==> config.mk <==
export PLATFORM = sky130hd
export DESIGN_NAME = fetch_unit
export DESIGN_NICKNAME = d
export VERILOG_FILES = /design/src/rtl/fetch_pkg.sv /design/src/rtl/fetch_watchdog.sv /design/src/rtl/fetch_unit.sv
export SDC_FILE = /design/constraint.sdc
export NUM_CORES = 1
export LEC_CHECK = 0
export ABC_AREA = 1
export CAP_MARGIN = 25
export CORE_UTILIZATION = 39
export DETAILED_ROUTE_END_ITERATION = 12
export GPL_TIMING_DRIVEN = 0
export PLACE_DENSITY = 0.75
export SYNTH_ARGS = -nofsm -noshare
export SYNTH_HDL_FRONTEND = slang
export SYNTH_HIERARCHICAL = 1
export SYNTH_SLANG_ARGS = --single-unit
export TNS_END_PERCENT = 100
==> constraint.sdc <==
create_clock -name clock -period 1.5 [get_ports clock]
set_input_delay 0.3 -clock clock [delete_from_list [all_inputs] [get_ports clock]]
set_output_delay 0.3 -clock clock [all_outputs]
set_load 0.01 [all_outputs]
==> src/rtl/fetch_pkg.sv <==
// Shared types and defaults for the instruction-fetch stage.
package fetch_pkg;

  localparam int unsigned FETCH_TIMEOUT_DEFAULT = 15;

  typedef enum logic [1:0] {
    IDLE,
    REQ,
    FULL,
    DISCARD
  } fetch_state_t;

endpackage

==> src/rtl/fetch_watchdog.sv <==
// Saturating wait-cycle counter; expired flags the cycle that would make the count reach TIMEOUT.
module fetch_watchdog
  import fetch_pkg::*;
#(
  parameter int unsigned TIMEOUT = FETCH_TIMEOUT_DEFAULT
) (
  input  logic clock,
  input  logic reset,
  input  logic clear,
  input  logic count,
  output logic expired
);

  localparam int unsigned CNT_W = $clog2(TIMEOUT + 1);

  logic [CNT_W-1:0] cnt_q;

  // Firing one cycle early lets the fault register land right after the last idle cycle.
  assign expired = count & (cnt_q == CNT_W'(TIMEOUT - 1));

  always_ff @(posedge clock or posedge reset) begin
    if (reset) begin
      cnt_q <= '0;
    end else if (clear || expired) begin
      cnt_q <= '0;
    end else if (count && (cnt_q != CNT_W'(TIMEOUT))) begin
      cnt_q <= cnt_q + CNT_W'(1);
    end
  end

endmodule

==> src/rtl/fetch_unit.sv <==
// Instruction-fetch stage: issues PC reads, latches the IR, handles redirects and memory timeouts.
module fetch_unit
  import fetch_pkg::*;
#(
  parameter int unsigned ADDR_W  = 16,
  parameter int unsigned DATA_W  = 16,
  parameter int unsigned TIMEOUT = FETCH_TIMEOUT_DEFAULT
) (
  input  logic              clock,
  input  logic              reset,
  input  logic [ADDR_W-1:0] pc,
  input  logic              fetch_req,
  input  logic              redirect,
  output logic [ADDR_W-1:0] mem_addr,
  output logic              mem_rd,
  input  logic              mem_ready,
  input  logic [DATA_W-1:0] mem_rdata,
  output logic [DATA_W-1:0] ir,
  output logic [ADDR_W-1:0] ir_pc,
  output logic              ir_valid,
  input  logic              ir_ack,
  output logic              pc_write,
  output logic              fetch_fault
);

  fetch_state_t      state_q, state_d;
  logic [ADDR_W-1:0] addr_q;
  logic              busy;
  logic              expired;
  logic              load_ir;
  logic              load_addr;
  logic              fault_d;

  assign busy     = (state_q == REQ) || (state_q == DISCARD);
  assign mem_addr = addr_q;
  assign pc_write = (state_q == REQ) & mem_ready & ~redirect;

  fetch_watchdog #(.TIMEOUT(TIMEOUT)) u_watchdog (
    .clock   (clock),
    .reset   (reset),
    .clear   (~busy | mem_ready),
    .count   (busy & ~mem_ready),
    .expired (expired)
  );

  // Next-state and register-load decisions.
  always_comb begin
    state_d   = state_q;
    load_ir   = 1'b0;
    load_addr = 1'b0;
    fault_d   = 1'b0;
    case (state_q)
      IDLE: begin
        if (fetch_req && !redirect) begin
          state_d   = REQ;
          load_addr = 1'b1;
        end
      end
      REQ: begin
        if (mem_ready) begin
          state_d = redirect ? IDLE : FULL;
          load_ir = ~redirect;
        end else if (expired) begin
          state_d = IDLE;
          fault_d = 1'b1;
        end else if (redirect) begin
          state_d = DISCARD;
        end
      end
      DISCARD: begin
        if (mem_ready) begin
          state_d = IDLE;
        end else if (expired) begin
          state_d = IDLE;
          fault_d = 1'b1;
        end
      end
      FULL: begin
        if (redirect) begin
          state_d = IDLE;
        end else if (ir_ack) begin
          if (fetch_req) begin
            state_d   = REQ;
            load_addr = 1'b1;
          end else begin
            state_d = IDLE;
          end
        end
      end
      default: state_d = IDLE;
    endcase
  end

  always_ff @(posedge clock or posedge reset) begin
    if (reset) begin
      state_q     <= IDLE;
      addr_q      <= '0;
      ir          <= '0;
      ir_pc       <= '0;
      ir_valid    <= 1'b0;
      mem_rd      <= 1'b0;
      fetch_fault <= 1'b0;
    end else begin
      state_q     <= state_d;
      if (load_addr) addr_q <= pc;
      if (load_ir) begin
        ir    <= mem_rdata;
        ir_pc <= addr_q;
      end
      ir_valid    <= (state_d == FULL);
      mem_rd      <= (state_d == REQ) || (state_d == DISCARD);
      fetch_fault <= fault_d;
    end
  end

endmodule

======== Yosys cells after proc, flatten, opt, wreduce, memory -nomap -nowiden ========
Index checks and enable logic that the tools add are counted.
storage, ports and cells
  register bits ........................... 57
  bits of input ports ..................... 38
  output and inout bits ................... 52
  word-level logic and storage cells ...... 57
operators by class
  add/subtract/negate cells ............... 1
  eq/ne operators ......................... 8
  muxes and demuxes ....................... 23
  bitwise logic cells ..................... 8
  reductions and logical operators ........ 9
operator list
  cell                   count
  $mux W2                9
  $mux W1                10
  $eq A2 B2 Y1 const B   4
  $mux W4                2
  $pmux W2 S4            1
  $add A4 B1 Y4 const B  1
  $and A1 B1 Y1          4
  $eq A2 B1 Y1 const B   2
  $eq A4 B4 Y1 const B   1
  $ne A4 B4 Y1 const B   1
  $logic_or A1 B1 Y1     3
  $not A1 Y1             3
  $logic_and A1 B1 Y1    2
  $logic_not A2 Y1       1
  $pmux W1 S2            1
  $reduce_bool A2 Y1     1
  $reduce_or A2 Y1       1
  $logic_not A1 Y1       1
  $or A1 B1 Y1           1

======== Depth between registers and ports, before layout ========
  depth after elaboration ................. 9
  gate-level depth with buffers ........... 9

======== By module ========
The synthesis kept the hierarchy.
by module, submodules not included
  module          instances  cells each  area an instance (um^2)
  fetch_unit      1          232         2077.0
  fetch_watchdog  1          34          262.8

======== Worst setup path after synthesis ========
Ideal clock, no wire load.
  path type ............................... reg-to-reg
  start ................................... register state_q[0]
  end ..................................... register ir_valid
  arrival time ............................ 1.171 ns
  slack ................................... 0.210 ns
  cell stages (with the launch flop) ...... 10
  path buffers ............................ 0
  cells stage by stage .................... dfrtp_1 inv_1 nor2_2 nand2_1 nor2_2 inv_1 nand3_1 nand2_1 nor2_1 nor2_1
on the way
  longest elaborated chain between the ends .. 8
ends and longest elaborated chain
  element                                              line                                RTL
  start, declared                                      fetch_unit.sv:26                    fetch_state_t state_q, state_d;
  start signal, assigned                               fetch_unit.sv:104                   state_q <= state_d;
  $eq A2 B1 Y1 / $eq A2 B2 Y1 (equally long branches)  fetch_unit.sv:34                    assign busy = (state_q == REQ) || (state_q == DISCARD);
  $logic_or A1 B1 Y1 *                                 fetch_unit.sv:34
  $and A1 B1 Y1 *                                      fetch_unit.sv:42                    .count (busy & ~mem_ready),
  $and A1 B1 Y1 *                                      fetch_watchdog.sv:19                assign expired = count & (cnt_q == CNT_W'(TIMEOUT - 1));
  named net expired                                    fetch_unit.sv:29                    logic expired;
  $mux W2 (on tied branches)                           fetch_unit.sv:73, fetch_unit.sv:63
  $mux W2 (on tied branches)                           fetch_unit.sv:71, fetch_unit.sv:60
  $pmux W2 S4 *                                        fetch_unit.sv:52                    case (state_q)
  $eq A2 B2 Y1 *                                       fetch_unit.sv:110                   ir_valid <= (state_d == FULL);
  end signal, assigned                                 fetch_unit.sv:110
  end, declared                                        fetch_unit.sv:20                    output logic ir_valid,
The timed path passes the listed nets; every way through them passes the cells marked *.
A chain may end at the register's enable or synchronous reset.

======== Final worst setup path ========
  start ................................... register mem_rd
  end ..................................... output port mem_rd
RTL lines
  element                 line               RTL
  start, declared         fetch_unit.sv:15   output logic mem_rd,
  start signal, assigned  fetch_unit.sv:111  mem_rd <= (state_d == REQ) || (state_d == DISCARD);
No word-level cell between the ends.

==> results.txt <==
outcome -> finished, final reports clean
R2R setup slack -> 0.14 ns
H-tree depth -> 3
RSZ-0062 raised after global routing -> no
DRC -> 0
Clock transition at path regs -> 0.06 ns
Final Non-Filler Cells -> 447
EDFF count, synth -> 0
diode count -> 0
actual slew at the worst max-slew pin -> 0.6015 ns
Seq cells post-synth -> 57
Synth Area in Compound Gates -> 4.332%
crit-path max FO -> 1
peak per-stage delay on the critical path -> 0.52 ns
Fill cells -> 514
Final setup viols -> 0
Worst Setup End Kind -> output pin
largest net degree at the start of global routing -> 28
antenna-violating nets left -> 0
Final Total Pwr -> 5.319 mW
top cells by area, synth -> dfrtp_1 (61%), nand2_1 (20%), inv_1 (4.2%), o21ai_0 (3.4%), nor2_2 (1.9%)
worst vdd ir -> 774.5 uV
number of buffers created by CTS -> 9
Placed Area -> 3344 sq um
final setup TNS -> 0 ns
Synth top area share -> 60.96%
synth unique cells -> 19
critical path required time -> 1.20 ns
Synth Flop Type -> dfrtp_1
Bufs and invs on worst path -> 1
GPL Wtd Cong -> 0.7687
asr flop ratio synth -> 100.0%
top post-synthesis cells by count -> nand2_1 (124), dfrtp_1 (57), inv_1 (26)
post-route cell area -> 3511 sq um
layout cell share with drive strength beyond 1 -> 11.47%
Synth Net Count -> 306
adder-cell share of the synthesized area -> 1.070%
Die Width -> 79.46 um
Row Count -> 27
Final Hold Vio Count -> 0
pre-CTS setup slack -> -0.7773 ns
Die ar. -> 6313 sq um
Max Transition Viols Final -> 0
IO Port Bufs -> 89
R2R Path End -> ir_valid$_DFF_PP0_
Synthesis Warnings -> 6
CTS tree -> done
slew margin rel. -> 59.82%
post-synthesis simple-gate area fraction -> 26.42%
Root Buffer -> clkbuf_8
WS Path Type -> reg -> out
min Tclk post-route -> 1.456 ns
Worst Skew -> 0.005565 ns
core footprint -> 5642 sq um
Die H -> 79.46 um
Post-Synthesis Cell Area -> 2340 sq um
Avg Synthesized Cell Area -> 8.796 sq um
Final WS setup -> 0.04387 ns
highest clock rate -> 686.8 MHz
TritonRoute pass-1 iters -> 4
dpl hpwl -> 3870 um
max cap viols -> 0
Seq/Total Area, Yosys -> 60.96%
Worst R2R Start -> u_watchdog/cnt_q[0]$_DFFE_PP0P_
Max clock buf depth -> 2
# clock sinks -> 57
NumNets Final -> 412
top-count cell post-synth -> nand2_1
vias per std cell -> 4.617
Routed WL -> 5484 um
I/O Pins -> 90
total placed cells including tap cells -> 428
Lkg Pwr -> 1.947 nW
CP Launch Type -> flip-flop
initial DRC count -> 38
vias in the first global route -> 1958
global route overflow -> 0
clock latency on the worst-skew pair -> 0.32 ns
Data arrival, critical path -> 1.16 ns
R2R depth -> 9
initial antenna violation count -> 0
initial core utilization -> 41.47%
slowest stage cell, crit path -> clkdlybuf4s50_1
area growth from synthesis to layout -> 50.05%
vias -> 2064
min-delay worst type -> in -> async
worst-path cell chain -> clkdlybuf4s50_1
Synth area leader -> dfrtp_1
first-pass GRT wire length -> 9052 um
GRT Overall Usage -> 19.47%
critical path's top delay family -> buffers and inverters
Post-Synth XOR/XNOR Area -> 0.3743%
largest family of logic cells by synthesized area -> simple AND/OR/NAND/NOR gates
Mapped Cells -> 266
pwr dens -> 1515 nW/um^2
DR WL/cell -> 12.27 um
multiplexer share of the synthesized area -> 0%
final worst-path cycle share -> 97.08%
-- report_power, final --
part | total, mW | internal, mW | switching [mW]
sequential | 2.36 | 2.07 | 0.297
combinational | 1.75 | 0.865 | 0.889
clock | 1.20 | 0.673 | 0.528
total | 5.32 | 3.61 | 1.71
-- through the flow --
step / utilization [%] / hold WS (ns)
finish: 62.23 / 0.2462
global route: 62.23 / 0.2682
global placement: 58.93 / 0.4606
detailed placement: 59.28 / 0.4677
CTS: 61.70 / 0.2380
floorplan: - / 0.06608
-- state kept, by name, summed over array words and instances, names as in the netlist --
| signal | flops |
|---|---|
| ir | 16 |
| state_q | 2 |
| ir_valid | 1 |
| u_watchdog/cnt_q | 4 |
| fetch_fault | 1 |
| mem_addr | 16 |
| mem_rd | 1 |
| ir_pc | 16 |
-- routing by layer --
metal	vias to the layer above	share of wire, %	track usage, %
met5	-	0	0
met4	0	2.6	11.27
met3	13	6.5	5.371
met2	69	46	29.23
met1	970	45	25.13
li1	1012	-	-
-- final cells by class --
class | count | area [sq um] | share of cell area, %
inverter | 28 | 116.4 | 3.314
sequential | 57 | 1428 | 40.66
tap | 72 | 90.09 | 2.566
timing repair buffer | 96 | 899.6 | 25.62
buffer | 8 | 48.80 | 1.390
clock buffer | 14 | 162.7 | 4.633
multi-input combinational | 172 | 765.7 | 21.81
-- repair_timing --
action	CTS	global route
pin swaps	1	2
setup endpoints to repair	51	17
buffers inserted	4	2
endpoints found under the hold margin	0	0
hold buffers	0	0
resized for setup	59	7
-- placed cells by master (no fill, tap or decap), drive strengths merged --
cell type      count
clkinvlp           1
o211ai             1
clkdlybuf4s50     36
o21ai             17
dfrtp             57
dlymetal6s2s       2
nand2            125
buf               14
inv               27
nand4              1
xor2               1
clkbuf            16
nor2              16
ha                 2
dlygate4sd2       50
nand3              9
-- worst max-delay path by stage --
stage | endpoint | startpoint | slack, ns | depth (start not counted)
after floorplan | ir_valid$_DFF_PP0_ | state_q[0]$_DFF_PP0_ | 0.21 | 9
after global placement | pc_write | redirect | -0.76 | 6
after detailed placement | pc_write | redirect | -0.78 | 6
after CTS | pc_write | state_q[1]$_DFF_PP0_ | 0.006 | 4
after global routing | mem_rd | mem_rd$_DFF_PP0_ | 0.0006 | 1
final | mem_rd | mem_rd$_DFF_PP0_ | 0.04 | 1
-- logic make-up after synthesis --
kind of cell,after synthesis
AO/OA/AOI/OAI,18
XOR/XNOR,1
flip-flops,57
AND/OR/NAND/NOR,151
buffers and inverters,37
adder cells (fa/ha/maj),2
Note: power is estimated with default switching activity, not from simulation.
